==> src/rtl/comb_gates_aoi21_debounce_if.sv <==
// comb_gates_aoi21_debounce_if: AOI21 inputs, clear, and debounced level/edge/count outputs
interface comb_gates_aoi21_debounce_if #(parameter int CNT_W = 8);
    logic             in0;
    logic             in1;
    logic             in2;
    logic             clear;
    logic             out;
    logic             rise;
    logic             fall;
    logic [CNT_W-1:0] count;
    logic             sat;
    modport master (output in0, in1, in2, clear, input out, rise, fall, count, sat);
    modport slave  (input in0, in1, in2, clear, output out, rise, fall, count, sat);
endinterface

==> src/rtl/comb_gates_aoi21_debounce.sv <==
// comb_gates_aoi21_debounce: registered AOI21 level, debounced, with edge pulses and saturating count
// AOI21_DEBOUNCE_BOTH_EDGES_EN counts fall pulses as well as rise pulses.
module comb_gates_aoi21_debounce #(
    parameter int STABLE_CYCLES = 4,
    parameter int CNT_W         = 8
) (
    input logic clk,
    input logic reset,
    comb_gates_aoi21_debounce_if.slave bus
);
`ifdef AOI21_DEBOUNCE_BOTH_EDGES_EN
    localparam logic both = 1'b1;
`else
    localparam logic both = 1'b0;
`endif
    localparam logic [7:0] last = 8'(STABLE_CYCLES - 1);
    typedef enum logic {STABLE, PENDING} state_t;
    state_t           state;
    logic             raw;
    logic             raw_q;
    logic             out_q;
    logic             rise_q;
    logic             fall_q;
    logic             sat_q;
    logic [7:0]       stab_cnt;
    logic [CNT_W-1:0] count_q;
    logic [CNT_W-1:0] count_nx;
    logic             accept;
    logic             inc;
    assign raw      = ~((bus.in0 & bus.in1) | bus.in2);
    assign accept   = (state == PENDING) && (raw_q != out_q) && (stab_cnt == last);
    assign inc      = accept && (raw_q || both);
    assign count_nx = count_q + 1'b1;
    always_ff @(posedge clk or negedge reset) begin
        if (!reset) begin
            raw_q    <= 1'b0;
            out_q    <= 1'b0;
            rise_q   <= 1'b0;
            fall_q   <= 1'b0;
            count_q  <= '0;
            sat_q    <= 1'b0;
            state    <= STABLE;
            stab_cnt <= '0;
        end else begin
            raw_q  <= raw;
            rise_q <= 1'b0;
            fall_q <= 1'b0;
            case (state)
                STABLE: if (raw_q != out_q) begin
                    state    <= PENDING;
                    stab_cnt <= 8'd1;
                end
                PENDING: if (raw_q == out_q) begin
                    state    <= STABLE;
                    stab_cnt <= '0;
                end else if (accept) begin
                    out_q    <= raw_q;
                    rise_q   <= raw_q;
                    fall_q   <= ~raw_q;
                    state    <= STABLE;
                    stab_cnt <= '0;
                end else begin
                    stab_cnt <= stab_cnt + 8'd1;
                end
                default: state <= STABLE;
            endcase
            // clear wins over a coincident increment; sat tracks the all-ones count
            if (bus.clear) begin
                count_q <= '0;
                sat_q   <= 1'b0;
            end else if (inc && !sat_q) begin
                count_q <= count_nx;
                sat_q   <= &count_nx;
            end
        end
    end
    assign bus.out   = out_q;
    assign bus.rise  = rise_q;
    assign bus.fall  = fall_q;
    assign bus.count = count_q;
    assign bus.sat   = sat_q;
endmodule

==> src/flat_wrapper.sv <==
// flat-port wrapper written by rule: the top's interface ports become plain ports
module comb_gates_aoi21_debounce_flat 
#(
    parameter int STABLE_CYCLES = 4,
    parameter int CNT_W         = 8
)
  (clk, reset, bus_in0, bus_in1, bus_in2, bus_clear, bus_out, bus_rise, bus_fall, bus_count, bus_sat);
  comb_gates_aoi21_debounce_if #(.CNT_W(CNT_W)) bus_i ();
  input logic clk;
  input logic reset;
  input wire logic [$bits(bus_i.in0)-1:0] bus_in0;
  input wire logic [$bits(bus_i.in1)-1:0] bus_in1;
  input wire logic [$bits(bus_i.in2)-1:0] bus_in2;
  input wire logic [$bits(bus_i.clear)-1:0] bus_clear;
  output wire logic [$bits(bus_i.out)-1:0] bus_out;
  output wire logic [$bits(bus_i.rise)-1:0] bus_rise;
  output wire logic [$bits(bus_i.fall)-1:0] bus_fall;
  output wire logic [$bits(bus_i.count)-1:0] bus_count;
  output wire logic [$bits(bus_i.sat)-1:0] bus_sat;
  assign bus_i.in0 = bus_in0;
  assign bus_i.in1 = bus_in1;
  assign bus_i.in2 = bus_in2;
  assign bus_i.clear = bus_clear;
  assign bus_out = bus_i.out;
  assign bus_rise = bus_i.rise;
  assign bus_fall = bus_i.fall;
  assign bus_count = bus_i.count;
  assign bus_sat = bus_i.sat;
  comb_gates_aoi21_debounce #(.STABLE_CYCLES(STABLE_CYCLES), .CNT_W(CNT_W)) u_core (.clk(clk), .reset(reset), .bus(bus_i));
endmodule
==> config.mk <==
export PLATFORM = sky130hd
export DESIGN_NAME = comb_gates_aoi21_debounce_flat
export DESIGN_NICKNAME = d
export VERILOG_FILES = /design/src/rtl/comb_gates_aoi21_debounce_if.sv /design/src/rtl/comb_gates_aoi21_debounce.sv /design/src/flat_wrapper.sv
export SDC_FILE = /design/constraint.sdc
export NUM_CORES = 1
export LEC_CHECK = 0
export ABC_AREA = 1
export CAP_MARGIN = 20
export CORE_ASPECT_RATIO = 1.1
export CORE_MARGIN = 10
export CORE_UTILIZATION = 40
export DETAILED_ROUTE_END_ITERATION = 12
export RECOVER_POWER = 100
export SLEW_MARGIN = 20
export SYNTH_ARGS = -nofsm -noshare
export SYNTH_HDL_FRONTEND = slang
export SYNTH_SLANG_ARGS = --single-unit
==> constraint.sdc <==
create_clock -name clk -period 1.7 [get_ports clk]
set_clock_uncertainty 0.15 [all_clocks]
set_input_delay 0.51 -clock clk [delete_from_list [all_inputs] [get_ports clk]]
set_output_delay 0.51 -clock clk [all_outputs]
set_load 0.03 [all_outputs]
# Word-level counts from Yosys, hierarchy flattened

Cells that the tools add are included.

Latch bits: 0
Word-level logic and storage cells: 46
Output and inout bits: 12
Bits in registers: 22
ROM bits: 0
Memories kept: 0
Memory bits (writable): 0

$lt $le $gt $ge: 0
Mux-type cells: 18
Divide/modulo/power cells: 0
Eq/ne operators: 4
Bitwise gates (word level): 6
Reduce and logical (&&, ||, !) cells: 8
$add $sub $neg: 2
Multipliers: 0
Shift-type cells: 0

Operators by type and width:

| operator            | count |
|---|---|
| $mux 8              | 5 |
| $add 8x1->8 const B | 2 |
| $pmux 8 s2          | 1 |
| $mux 1              | 11 |
| $eq 8x2->1 const B  | 1 |
| $reduce_and 8->1    | 1 |
| $logic_and 1x1->1   | 4 |
| $not 1->1           | 4 |
| $reduce_and 3->1    | 1 |
| $ne 2x1->1 const B  | 1 |
| $pmux 1 s2          | 1 |
| $reduce_bool 2->1   | 1 |
| $and 1x1->1         | 1 |
| $eq 1x1->1          | 1 |
| $logic_not 1->1     | 1 |
| $ne 1x1->1          | 1 |
| $or 1x1->1          | 1 |

# Depth between registers and ports, before layout

Gate-level depths: netlist of the first run.

Word-level depth: 7
Depth in mapped cells: 9
Depth with buffers taken out: 9

# Worst setup path after synthesis of the first run

No wires, ideal clock.

Path type: reg2reg
Start: register u_core.count_q[1], in the netlist u_core.bus.count[1]
End: register u_core.sat_q, in the netlist u_core.bus.sat
Setup slack: 0.101 ns
Cell stages (with the launch flop): 9
Arrival: 1.331 ns
Path buffers: 0
Required time: 1.433 ns
Library setup time: 0.117 ns
Cell sequence: dfrtp_1 > ha_1 > nand3_1 > o21bai_1 > nand2_1 > nand2_1 > nor2_1 > nand3_1 > nand2_1

Word-level cells in the longest chain between the ends: 4

Ends and longest elaborated chain:

| item                   | RTL line                        | text |
|---|---|---|
| from (decl)            | comb_gates_aoi21_debounce.sv:26 | `logic [CNT_W-1:0] count_q;` |
| from (signal assigned) | comb_gates_aoi21_debounce.sv:72 | `count_q <= count_nx;` |
| $add 8x1->8            | comb_gates_aoi21_debounce.sv:33 | `assign count_nx = count_q + 1'b1;` |
| $reduce_and 8->1       | comb_gates_aoi21_debounce.sv:73 | `sat_q <= &count_nx;` |
| $mux 1                 | comb_gates_aoi21_debounce.sv:71 | `end else if (inc && !sat_q) begin` |
| $mux 1                 | comb_gates_aoi21_debounce.sv:68 | `if (bus.clear) begin` |
| to (signal assigned)   | comb_gates_aoi21_debounce.sv:73 |  |
| to (decl)              | comb_gates_aoi21_debounce.sv:24 | `logic sat_q;` |

No other way between the ends. The select of a mux whose other input is x is not followed.
A chain may end at the register's enable or synchronous reset.

# Final worst setup path of the first run

Start: register u_core.count_q[4], in the netlist u_core.bus.count[4]
End: output port bus_count[4]

RTL lines:

| item      | RTL line           | text |
|---|---|---|
| to (decl) | flat_wrapper.sv:18 | `output wire logic [$bits(bus_i.count)-1:0] bus_count;` |

No word-level cell between the ends.

==> flow_metrics.env, run 1 <==
export IMPL_place_hpwl_mm=2.128
export IMPL_drt_first_iter_violations=73
export IMPL_tritoncts="done"
export IMPL_period_needed_ns=1.655
export IMPL_dpl_cell_area_sq_um=1444
export IMPL_num_vias=1129
export IMPL_endpoint_kind="output port"
export IMPL_nNetsFinal=202
export IMPL_cp_num_buf_inv=1
export IMPL_drive_above_1_share=0.1510
export IMPL_worst_pin_slew_ns=0.5547
export IMPL_ys_types=21
export IMPL_critPathTopFamily="flip-flops"
export IMPL_die_h_um=77.60
export IMPL_cts_htree_levels=1
export IMPL_finalCoreUtilization=0.5279
export IMPL_status="completed"
export IMPL_cts_buffer_depth=2
export IMPL_finalSetupTns_ns=0
export IMPL_antenna_cells=0
export IMPL_core_area_sq_um=2828
export IMPL_clockPowerShare=0.284
export IMPL_synth_ff_latch_count=22
export IMPL_crit_path_max_incr_delay_ns=0.49
export IMPL_post_place_ws_ns=-0.07848
export IMPL_io_buffers=17
export IMPL_finalInstanceArea_sq_um=1493
export IMPL_io_pins=18
export IMPL_hold_viol=0
export IMPL_met1_usage=0.1113
export IMPL_firstDrtPassIters=4
export IMPL_cp_data_arrival_time_ns=0.99
export IMPL_fin_cells=225
export IMPL_viasPerCell=5.018
export IMPL_initial_utilization=0.4265
export IMPL_period_share=0.9734
export IMPL_die_w_um=72.36
export IMPL_grt_pass1_vias=1051
export IMPL_clk_latency_ns=0.31
export IMPL_cap_viol_max_count=0
export IMPL_num_rows=20
export IMPL_grt_util_met2=0.1725
export IMPL_syn_area_sq_um=1206
export IMPL_drcViolationCount=0
export IMPL_grt_pass1_wl_mm=4.664
export IMPL_wire_per_inst_um=12.40
export IMPL_max_freq_mhz=604.3
export IMPL_crit_path_max_fanout=8
export IMPL_crit_required_ns=1.04
export IMPL_swShare=0.3263
export IMPL_cellPowerDensity_nw_per_um2=958.9
export IMPL_path_class="reg -> out"
export IMPL_max_slew_margin_rel=0.6302
export IMPL_grt_max_degree=23
export IMPL_antenna_found_initial=0
export IMPL_wl_mm=2.789
export IMPL_grt_remaining_overflow=0
export IMPL_grt_busiest_layer="met2"
export IMPL_dieArea_sq_um=5614
export IMPL_worst_path_max_delay_cell="dfrtp_2"
export IMPL_setup_violations_final=0
export IMPL_p_sw_mw=0.4671
export IMPL_setup_ws_ns=0.04524
export IMPL_p_leak_nw=0.7693
export IMPL_dp_cells=218
export IMPL_vdd_drop_max_uv=722.8
export IMPL_root_buffer="clkbuf_4"
export IMPL_yosys_warnings=0
export IMPL_synth_fp_nets=170
export IMPL_cts_buffers=3
export IMPL_p_total_mw=1.431
export IMPL_met3_usage=0.02290
export IMPL_track_usage=0.09920
export IMPL_clock_sinks=22
export IMPL_intPower_mw=0.9642
export IMPL_hp_class="reg -> reg"
export IMPL_ant_nets=0
export IMPL_crit_path_start_kind="register"
export IMPL_seq_power_share=0.449
export IMPL_timing_hold_ws_ns=0.3140
export IMPL_path_cells="buf_4"
export IMPL_seq_area_frac_synth=0.4564
export IMPL_nFillCells=290
export IMPL_slew_violations=0
export IMPL_clk_pin_slew_worst_paths_ns=0.13
export IMPL_area_delta_synth_final_pct=23.76
export IMPL_synthCells=161
export IMPL_power_frac_comb=0.267
export IMPL_syn_avg_cell_area_sq_um=7.492
export IMPL_gp_congestion=0.8223
[power groups by stage]
stage	clock (mW)	combinational, mW	sequential [mW]
floorplan	0	0.181	0.693
CTS	0.414	0.382	0.645
global route	0.432	0.431	0.654
global placement	0	0.372	0.654
detailed placement	0	0.380	0.655
finish	0.406	0.382	0.643
[cell usage after synthesis (all sizes together)]
library cell  instances  area, sq um
xnor2                 2        17.52
nor3                  4        20.02
inv                  25        93.84
a21o                  1        7.510
a211oi                1        7.510
nor2                 20        77.58
ha                    3        37.54
nand3                14        70.07
a21oi                 1        5.000
xor2                  3        26.28
dfrtp                22        550.5
nand3b                1        7.510
buf                   2        16.26
o22ai                 3        18.77
o21ai                 8        40.04
o21bai                1        7.510
nand2                45        171.4
nand4                 5        31.28
[cell type report]
| cell class | count | area (sq um) | area share |
|---|---|---|---|
| clock buffers | 3 | 22.52 | 0.01509 |
| clock inverters | 1 | 30.03 | 0.02012 |
| inverters | 25 | 93.84 | 0.06287 |
| multi-input cells | 113 | 556.8 | 0.3730 |
| flip-flops and latches | 22 | 553.0 | 0.3705 |
| well taps | 33 | 41.29 | 0.02766 |
| repair buffers | 28 | 195.2 | 0.1308 |
[layer usage]
| metal | share of wire | vias to the layer above |
|---|---|---|
| li1 | - | 572 |
| met1 | 0.44 | 526 |
| met2 | 0.49 | 25 |
| met3 | 0.046 | 6 |
| met4 | 0.015 | 0 |
| met5 | 0 | - |
[cell usage in the layout, fill, tap and decap left out]
master	netlist	routed
inv_2	0	1
clkbuf_2	0	3
nor2_2	1	1
nand2_2	1	1
o22ai_1	3	3
nand2_4	0	1
bufinv_16	0	1
a21oi_1	1	1
buf_4	0	14
ha_1	3	3
a21o_1	1	1
nor3_1	4	4
nor2_1	19	19
inv_1	25	24
buf_2	1	2
nand2_1	44	44
nand3b_1	1	1
dfrtp_2	0	2
xor2_1	3	3
clkbuf_4	0	3
xnor2_1	2	2
o21bai_1	1	1
clkbuf_1	0	4
clkdlybuf4s50_1	0	3
nand3_1	14	14
o21ai_0	8	8
dlygate4sd3_1	0	2
a211oi_1	1	1
nand4_1	5	5
dfrtp_1	22	20
[timing repair]
item | 4_1_cts | 5_1_grt
pin swaps | 0 | 3
buffers inserted | 0 | 2
gates resized for setup | 7 | 4
gates cloned | 0 | 1
hold endpoints to repair | 0 | 0
setup endpoints to repair | 3 | 6
hold buffers | 0 | 0
[kinds of logic after synthesis]
group                      Yosys count  share of synthesized area
and+or+nand+nor                     89                     0.3133
buffers and inverters               27                    0.09128
DFF                                 22                     0.4564
AOI/OAI and AO/OA                   15                    0.07158
xor gates and xnor gates             5                    0.03631
adders and majority gates            3                    0.03112
[flip-flops by register name (all words and copies together) (netlist names)]
signal	flops
u_core.bus.count	8
u_core.stab_cnt	8
u_core.bus.rise	1
u_core.bus.sat	1
u_core.raw_q	1
u_core.bus.out	1
u_core.state	1
u_core.bus.fall	1
[path summary, 6_finish.rpt]
kind	to	slack, ns	from	cells after the start
max in group asynchronous	u_core.bus.count[1]	0.46	reset	2
worst max-delay path	bus_count[4]	0.05	u_core.bus.count[4]	1
worst min register to register	u_core.bus.fall	0.31	u_core.raw_q	1
worst min-delay path	u_core.bus.fall	0.31	u_core.raw_q	1
min in group asynchronous	u_core.state	0.54	reset	2
worst max register to register	u_core.bus.count[1]	0.11	u_core.stab_cnt[5]	8
No activity file was read; power rests on OpenSTA's default activity.
==> run 2: changes to the inputs <==
--- a/config.mk
+++ b/config.mk
@@ -8,10 +8,11 @@
 export ABC_AREA = 1
 export CAP_MARGIN = 20
 export CORE_ASPECT_RATIO = 1.1
-export CORE_MARGIN = 10
+export CORE_MARGIN = 2
 export CORE_UTILIZATION = 40
 export DETAILED_ROUTE_END_ITERATION = 12
 export RECOVER_POWER = 100
+export SKIP_LAST_GASP = 1
 export SLEW_MARGIN = 20
 export SYNTH_ARGS = -nofsm -noshare
 export SYNTH_HDL_FRONTEND = slang
==> run 2 against run 1 <==
  * Critical path depth unchanged
  * Global-route usage grew 6.1 points
  * First-iteration DRC count down 44%
  * Non-clock buffer count unchanged
  * Critical path type unchanged
  * Clock power fell by 29%
  * Die area fell by 38%
==> flow_metrics.env, run 2 (synthesis results as in run 1) <==
export IMPL_post_place_ws_ns=0.04890
export IMPL_drt_first_iter_violations=41
export IMPL_p_total_mw=1.287
export IMPL_setup_ws_ns=0.06894
export IMPL_wl_mm=2.526
export IMPL_fin_cells=224
export IMPL_finalCoreUtilization=0.5186
export IMPL_track_usage=0.1601
export IMPL_cts_htree_levels=1
export IMPL_r2r_setup_slack_ns=0.15
export IMPL_die_w_um=56.36
export IMPL_clk_pin_slew_worst_paths_ns=0.12
export IMPL_drive_above_1_share=0.1571
export IMPL_max_freq_mhz=613.1
export IMPL_worst_path_max_delay_cell="dfrtp_1"
export IMPL_io_pins=18
export IMPL_cts_buffers=3
export IMPL_grt_max_degree=23
export IMPL_die_h_um=61.60
export IMPL_dpl_cell_area_sq_um=1436
export IMPL_core_area_sq_um=2828
export IMPL_cap_viol_max_count=0
export IMPL_final_cell_mix="44 x nand2_1, 25 x inv_1, 20 x dfrtp_1, 19 x nor2_1, 14 x nand3_1"
export IMPL_clock_sinks=22
export IMPL_grt_remaining_overflow=0
export IMPL_viasPerCell=5.022
export IMPL_crit_path_max_fanout=6
export IMPL_initial_utilization=0.4265
export IMPL_firstDrtPassIters=4
export IMPL_nNetsFinal=201
export IMPL_hold_viol=0
export IMPL_path_cells="buf_4"
export IMPL_path_class="reg -> out"
export IMPL_final_common_cell="nand2_1"
export IMPL_finalInstanceArea_sq_um=1466
export IMPL_period_needed_ns=1.631
export IMPL_endpoint_kind="output port"
export IMPL_num_rows=20
export IMPL_status="completed"
export IMPL_ctsHoldBuffers=0
export IMPL_crit_required_ns=1.04
export IMPL_crit_path_max_incr_delay_ns=0.47
export IMPL_crit_path_start_kind="register"
export IMPL_ant_nets=0
export IMPL_cellPowerDensity_nw_per_um2=877.4
export IMPL_area_delta_synth_final_pct=21.58
export IMPL_antenna_cells=0
export IMPL_cp_data_arrival_time_ns=0.97
export IMPL_tritoncts="done"
export IMPL_p_leak_nw=0.7661
export IMPL_grt_pass1_vias=1059
export IMPL_root_buffer="clkbuf_4"
export IMPL_critPathTopFamily="flip-flops"
export IMPL_io_buffers=17
export IMPL_hp_class="reg -> reg"
export IMPL_rsz0062_at_grt="no"
export IMPL_worst_pin_slew_ns=0.5469
export IMPL_max_slew_margin_rel=0.6354
export IMPL_period_share=0.9594
export IMPL_place_hpwl_mm=1.949
export IMPL_dp_cells=217
export IMPL_cp_num_buf_inv=1
export IMPL_vdd_drop_max_uv=676.2
export IMPL_wire_per_inst_um=11.28
export IMPL_antenna_found_initial=0
export IMPL_slew_violations=0
export IMPL_setup_violations_final=0
export IMPL_cts_buffer_depth=2
export IMPL_num_vias=1125
export IMPL_nFillCells=284
export IMPL_drcViolationCount=0
export IMPL_dieArea_sq_um=3471
export IMPL_clk_latency_ns=0.31
export IMPL_gp_congestion=0.8915
export IMPL_grt_pass1_wl_mm=4.298
## run 2: changes by cell type in the layout (fill, tap and decap cells not counted)
cell,before,now
clkbuf_1,4,1
nand2_4,1,0
inv_1,24,25
clkbuf_2,3,7
inv_2,1,0
clkbuf_4,3,4
bufinv_16,1,0
buf_4,14,12
clkbuf_8,0,1
## run 2: final cells by class
| type | instances | area [sq um] | area share |
|---|---|---|---|
| sequential | 22 | 553.0 | 0.3771 |
| tap | 33 | 41.29 | 0.02816 |
| multi-input combinational | 112 | 545.5 | 0.3720 |
| clock buffer | 4 | 36.28 | 0.02474 |
| timing repair buffer | 28 | 196.4 | 0.1340 |
| inverter | 25 | 93.84 | 0.06399 |
## run 2: through the flow
stage          hold WS [ns]  setup TNS [ns]
2_1_floorplan       0.06441               0
3_5_place_dp         0.3070               0
3_3_place_gp         0.2894               0
6_report             0.3277               0
4_1_cts              0.3239       -0.002580
5_1_grt              0.3432               0
## run 2: worst paths after layout
kind                            depth (start not counted)                   to                 from
worst max-delay path                                    1         bus_count[0]  u_core.bus.count[0]
max in group asynchronous                               2  u_core.bus.count[4]                reset
worst min register to register                          1      u_core.bus.fall         u_core.raw_q
worst max register to register                          8  u_core.bus.count[0]   u_core.stab_cnt[1]
min in group asynchronous                               2  u_core.bus.count[3]                reset
worst min-delay path                                    1      u_core.bus.fall         u_core.raw_q
## run 2: what timing repair did
item | CTS | global route
endpoints found under the setup margin | 3 | 4
setup buffers | 0 | 3
gates resized for setup | 5 | 3
## run 2: per-layer routing
layer / share of wire / global-route usage / wire (um) / vias to the layer above
met3: 0.034 / 0.02311 / 86 / 5
met5: 0 / 0 / 0 / -
met2: 0.52 / 0.3008 / 1302 / 20
met4: 0.015 / 0.07823 / 38 / 0
met1: 0.44 / 0.1822 / 1099 / 526
li1: - / - / - / 574
## run 2: worst register-to-register path, delay by kind of cell, from the launching register on
kind / cells / cell delay (ns)
flops: 1 / 0.40
simple gates: 6 / 0.58
fa+ha+maj: 1 / 0.22
buf+inv: 1 / 0.15
## run 2: report_power, final
group | switching (mW) | internal [mW] | leakage, nW
Sequential | 0.0684 | 0.581 | 0.295
Combinational | 0.217 | 0.133 | 0.451
Clock | 0.156 | 0.131 | 0.0210
Total | 0.441 | 0.845 | 0.766
